**config.mk**
```make
export PLATFORM = sky130hd
export DESIGN_NAME = hazard_controller
export DESIGN_NICKNAME = d
export VERILOG_FILES = /design/src/rtl/hazard_controller.sv
export SDC_FILE = /design/constraint.sdc
export NUM_CORES = 1
export LEC_CHECK = 0
export CORE_UTILIZATION = 45
export CTS_CLUSTER_DIAMETER = 40
export DETAILED_ROUTE_END_ITERATION = 6
export GPL_TIMING_DRIVEN = 0
export PLACE_DENSITY_LB_ADDON = 0.05
export SLEW_MARGIN = 20
export SYNTH_ARGS = -nofsm -noshare
export SYNTH_HDL_FRONTEND = slang
export SYNTH_SLANG_ARGS = --single-unit
export TNS_END_PERCENT = 100
```
**constraint.sdc**
```tcl
create_clock -name clk -period 4.2 [get_ports clk]
set_input_delay 0.42 -clock clk [delete_from_list [all_inputs] [get_ports clk]]
set_output_delay 0.42 -clock clk [all_outputs]
set_load 0.05 [all_outputs]
```
**src/rtl/hazard_controller.sv**
```systemverilog
// Hazard controller for a five-stage pipeline: operand forwarding, load-use
// stalls, branch flushes, data-memory wait handling with a timeout error
// state, and saturating performance counters.
module hazard_controller #(
    parameter int unsigned MAX_WAIT = 255
) (
    input  logic        clk,
    input  logic        reset,
    input  logic [4:0]  Rs1D,
    input  logic [4:0]  Rs2D,
    input  logic [4:0]  Rs1E,
    input  logic [4:0]  Rs2E,
    input  logic [4:0]  RdE,
    input  logic [4:0]  RdM,
    input  logic [4:0]  RdW,
    input  logic        RegWriteM,
    input  logic        RegWriteW,
    input  logic        ResultSrcE0,
    input  logic        PCSrcE,
    input  logic        MemReqM,
    input  logic        MemReadyM,
    output logic [1:0]  ForwardAE,
    output logic [1:0]  ForwardBE,
    output logic        StallF,
    output logic        StallD,
    output logic        StallE,
    output logic        StallM,
    output logic        FlushD,
    output logic        FlushE,
    output logic        FlushW,
    output logic        MemErr,
    output logic [15:0] LuStallCnt,
    output logic [15:0] MemWaitCnt,
    output logic [15:0] FlushCnt
);

    localparam logic [7:0] MAX_WAIT_C = 8'(MAX_WAIT);

    typedef enum logic [1:0] {
        RUN  = 2'b00,
        WAIT = 2'b01,
        ERR  = 2'b10
    } state_t;

    state_t     state;
    state_t     next_state;
    logic [7:0] wait_cnt;
    logic [7:0] next_wait_cnt;

    logic       lw_stall;
    logic       mem_miss;
    logic       err_active;
    logic       mem_stall;

    // Operand source for one E-stage register: M-stage result beats W-stage.
    function automatic logic [1:0] fwd_sel(
        input logic [4:0] rs,
        input logic [4:0] rd_m,
        input logic       we_m,
        input logic [4:0] rd_w,
        input logic       we_w
    );
        if (rs != 5'd0 && we_m && rs == rd_m)
            return 2'b10;
        else if (rs != 5'd0 && we_w && rs == rd_w)
            return 2'b01;
        else
            return 2'b00;
    endfunction

    // Counter increment that sticks at all-ones instead of wrapping.
    function automatic logic [15:0] sat_inc(input logic [15:0] v);
        return (v == 16'hFFFF) ? v : v + 16'd1;
    endfunction

    // Forwarding select, independent of stalls and FSM state.
    always_comb begin
        ForwardAE = fwd_sel(Rs1E, RdM, RegWriteM, RdW, RegWriteW);
        ForwardBE = fwd_sel(Rs2E, RdM, RegWriteM, RdW, RegWriteW);
    end

    // Hazard detection and stall/flush outputs; memory stall freezes everything.
    always_comb begin
        lw_stall   = ResultSrcE0 && (RdE != 5'd0) && ((RdE == Rs1D) || (RdE == Rs2D));
        mem_miss   = MemReqM && !MemReadyM;
        // The reset cycle behaves as if the FSM were already back in RUN.
        err_active = (state == ERR) && !reset;
        mem_stall  = mem_miss || err_active;

        if (mem_stall) begin
            StallF = 1'b1;
            StallD = 1'b1;
            StallE = 1'b1;
            StallM = 1'b1;
            FlushD = 1'b0;
            FlushE = 1'b0;
            FlushW = 1'b1;
        end else begin
            StallF = lw_stall;
            StallD = lw_stall;
            StallE = 1'b0;
            StallM = 1'b0;
            FlushD = PCSrcE;
            FlushE = lw_stall || PCSrcE;
            FlushW = 1'b0;
        end
    end

    // Memory-wait FSM next state and wait counter.
    always_comb begin
        // NOTE: every output of a combinational block gets a default first so
        // no path leaves it unassigned; otherwise synthesis infers a latch.
        next_state    = state;
        next_wait_cnt = wait_cnt;
        unique case (state)
            RUN: begin
                if (mem_miss) begin
                    next_state    = WAIT;
                    next_wait_cnt = 8'd1;
                end
            end
            WAIT: begin
                // A dropped request is treated as an abort, ahead of the timeout.
                if (MemReadyM || !MemReqM) begin
                    next_state    = RUN;
                    next_wait_cnt = 8'd0;
                end else if (wait_cnt == MAX_WAIT_C) begin
                    next_state = ERR;
                end else begin
                    next_wait_cnt = wait_cnt + 8'd1;
                end
            end
            ERR: begin
                next_state = ERR;
            end
            default: begin
                next_state    = RUN;
                next_wait_cnt = 8'd0;
            end
        endcase
    end

    // FSM state register and sticky error flag, synchronous reset.
    always_ff @(posedge clk) begin
        // NOTE: clocked state uses non-blocking assignments so every register
        // samples pre-edge values regardless of statement order.
        if (reset) begin
            state    <= RUN;
            wait_cnt <= 8'd0;
            MemErr   <= 1'b0;
        end else begin
            state    <= next_state;
            wait_cnt <= next_wait_cnt;
            MemErr   <= (next_state == ERR);
        end
    end

    // Saturating performance counters.
    always_ff @(posedge clk) begin
        if (reset) begin
            LuStallCnt <= 16'd0;
            MemWaitCnt <= 16'd0;
            FlushCnt   <= 16'd0;
        end else begin
            if (lw_stall && !mem_stall)
                LuStallCnt <= sat_inc(LuStallCnt);
            if (mem_stall && !err_active)
                MemWaitCnt <= sat_inc(MemWaitCnt);
            if (PCSrcE && !mem_stall)
                FlushCnt <= sat_inc(FlushCnt);
        end
    end

endmodule

```
==> impl_metrics.tcl <==
set metrics [dict create \
    yosysWarnings 0 \
    grt_pass1_vias 3150 \
    cts_max_level 3 \
    antenna_cells 0 \
    leakagePower_nw 1.53 \
    final_common_cell "clkdlybuf4s50_1" \
    core_region_area_mm2 0.00733 \
    critPathLaunch "RdE[0]" \
    hold_viol 0 \
    vias_per_cell 5.42 \
    crit_path_end "StallF" \
    critPathMaxFanout 10 \
    grt_pass1_wl_um 14100 \
    drt-wirelength-per-cell_um 14.0 \
    maxSlewViolCount 0 \
    rsz0062_at_grt "no" \
    first_iter_violations 106 \
    area_growth_pct 41.2 \
    clock_latency_ps 330 \
    min_period_ps 3860 \
    root_buffer "clkbuf_8" \
    hpwl_um 6660 \
    postPlaceCellArea_mm2 0.00459 \
    r2r-end "FlushCnt[7]$_SDFFE_PP0P_" \
    cts.sinks 59 \
    post-route-period-util_pct 91.9 \
    synthCells 423 \
    setup_violations 0 \
    clock_skew_ps 9.25 \
    grt_overflow_total 0 \
    ys_ff_latch 59 \
    async_flop_share_pct 0 \
    clk_transition_reported_paths_ps 70 \
    vias 3461 \
    crit_path_end_kind "output port" \
    start_util_pct 47.1 \
    dr.pass1.iters 4 \
    maxSlewHeadroom_pct 30.1 \
    outcome "complete, no violations" \
    fin_nets 582 \
    synth_top_flop_cell "dfxtp_1" \
    drv_cap 0 \
    critical_path_class "in2out" \
    r2r_setup_slack_ps 1910 \
    critPathArrivalTime_ps 3440 \
    ios 103 \
    antenna_found_initial 0 \
    dieArea_mm2 0.00802 \
    required_ps 3780 \
    tightest_slew_ps 1040 \
    drc 0 \
    cpPeakStageDelay_ps 680 \
    cp_top_family "buffers and inverters" \
    final_area_mm2 0.00487 \
    timing.final.ws_setup_ps 340 \
    holdBufCountCts 0 \
    syn_avg_cell_area_um2 8.15 \
    fmax_mhz 259 \
    path_cells "clkdlybuf4s50_1 > xor2_1 > nor2_1 > a22oi_2 > clkbuf_1 > buf_1 > o21ai_0 > buf_4 > clkdlybuf4s50_1" \
    r2r_start "FlushCnt[6]$_SDFFE_PP0P_" \
    drive_gt1_share_pct 7.04 \
    crit_buf_inv 5 \
    cts_made_buffers 9 \
    final_util_pct 66.4 \
    irDropWorstVdd_v 0.000214 \
    crit_slowest_cell "clkdlybuf4s50_1" \
    postCtsSetupBuffers 0 \
    hp-class "reg2reg" \
    power_density_mw_per_mm2 301 \
    antenna_left 0 \
    whs_ps 486 \
    die_y_um 89.6 \
    grt_start_max_net_pins 13 \
    ff2ff_path_depth 5 \
    syn_area_mm2 0.00345 \
    crit_top_cell "clkdlybuf4s50_1" \
    die_w_um 89.6 \
    ys_seq_area_share_pct 34.2 \
    syn_nets 470 \
    fin_tns_setup_ps 0 \
    row_count 31 \
    gp_congestion 0.806 \
    start_kind "primary input" \
    crit_cells 9 \
    wirelength_um 8930 \
    cts_tree "yes" \
    port_buffers 101 \
    synth_cell_type_count 44 \
    max-clock-path-buffers 2 \
    synth_edf_count 0 \
    pre_cts_ws_ps 178 \
    final_cell_mix "clkdlybuf4s50_1, dfxtp_1, nor2_1" \
    grt_use_total_pct 22.4 \
]
power by group:
group	leakage, nW	switching (W)	total (W)	internal [W]
combinational	0.918	0.0000998	0.000183	0.0000836
clock	0.137	0.000225	0.000713	0.000487
sequential	0.476	0.00000630	0.000570	0.000564
total	1.53	0.000331	0.00147	0.00113
timing repair:
item / in CTS / in global routing
gates resized for setup: 0 / 1
endpoints found under the hold margin: 0 / 0
setup endpoints to repair: 0 / 2
sequential cells by signal (all words and copies together), names as in the netlist:
register    cells
FlushCnt       16
LuStallCnt     16
MemErr          1
MemWaitCnt     16
state           2
wait_cnt        8
layout make-up:
class / count / area, um2
plain buffers: 16 / 91.3
clock buffers: 12 / 155
clock inverters: 4 / 120
fillers: 635 / 2460
inverters: 8 / 32.5
multi-input cells: 340 / 2160
flip-flops and latches: 59 / 1180
well taps: 99 / 124
repair buffers: 101 / 1010
worst min-delay path by stage:
stage	start	depth (start not counted)	end	slack [ps]
finish	LuStallCnt[15]$_SDFFE_PP0P_	2	LuStallCnt[15]$_SDFFE_PP0P_	490
global route	LuStallCnt[15]$_SDFFE_PP0P_	2	LuStallCnt[15]$_SDFFE_PP0P_	520
CTS	LuStallCnt[15]$_SDFFE_PP0P_	2	LuStallCnt[15]$_SDFFE_PP0P_	480
detailed placement	LuStallCnt[15]$_SDFFE_PP0P_	2	LuStallCnt[15]$_SDFFE_PP0P_	470
global placement	LuStallCnt[15]$_SDFFE_PP0P_	2	LuStallCnt[15]$_SDFFE_PP0P_	480
floorplan	wait_cnt[1]$_SDFFE_PP0P_	2	wait_cnt[1]$_SDFFE_PP0P_	470
cells by family (layout without fill, tap and decap cells):
kind of cell | count (synthesis) | after routing | synth area share (%)
AOI/OAI and AO/OA | 45 | 45 | 8.23
buffers and inverters | 24 | 141 | 3.59
muxes | 12 | 12 | 3.74
DFF | 59 | 59 | 34.2
adders and majority gates | 4 | 4 | 1.45
and+or+nand+nor | 219 | 219 | 33.5
xor gates and xnor gates | 60 | 60 | 15.2
synthesized netlist by cell type (5+ instances only):
library cell | number | area (um2)
xor2_1 | 15 | 131
nand2b_1 | 5 | 31.3
clkbuf_1 | 7 | 26.3
o31ai_1 | 6 | 45.0
xnor2_1 | 45 | 394
nor3_1 | 22 | 110
o21ai_0 | 10 | 50.1
nor2b_1 | 9 | 56.3
a2111oi_0 | 5 | 43.8
nor2_1 | 56 | 210
nand4_1 | 20 | 125
nor4_1 | 16 | 100
or4_1 | 11 | 82.6
a211oi_1 | 5 | 37.5
a21oi_1 | 14 | 70.1
nand2_1 | 28 | 105
dfxtp_1 | 59 | 1180
nand3_1 | 26 | 130
mux2i_1 | 5 | 50.1
mux2_2 | 7 | 78.8
inv_1 | 7 | 26.3
per-stage QoR:
stage / total power, W / instances
detailed placement: 0.000765 / 623
floorplan: 0.000682 / 423
global route: 0.00151 / 639
CTS: 0.00148 / 639
finish: 0.00147 / 639
global placement: 0.000762 / 623
worst register-to-register path: stages, from the launching register on:
cell and delay, ps:
dfxtp_1 450, nand4_1 220, nor3_1 890, a2111oi_0 330
xnor2_1 210, nor2_1 60
metal layers:
metal	up-vias	share of wire [%]	track usage, %
met3	7	5.8	5.08
li1	1754	-	-
met4	0	0.73	5.92
met5	-	0	0
met1	1594	47	27.8
met2	106	46	39.0
(Power assumes the default switching activity.)
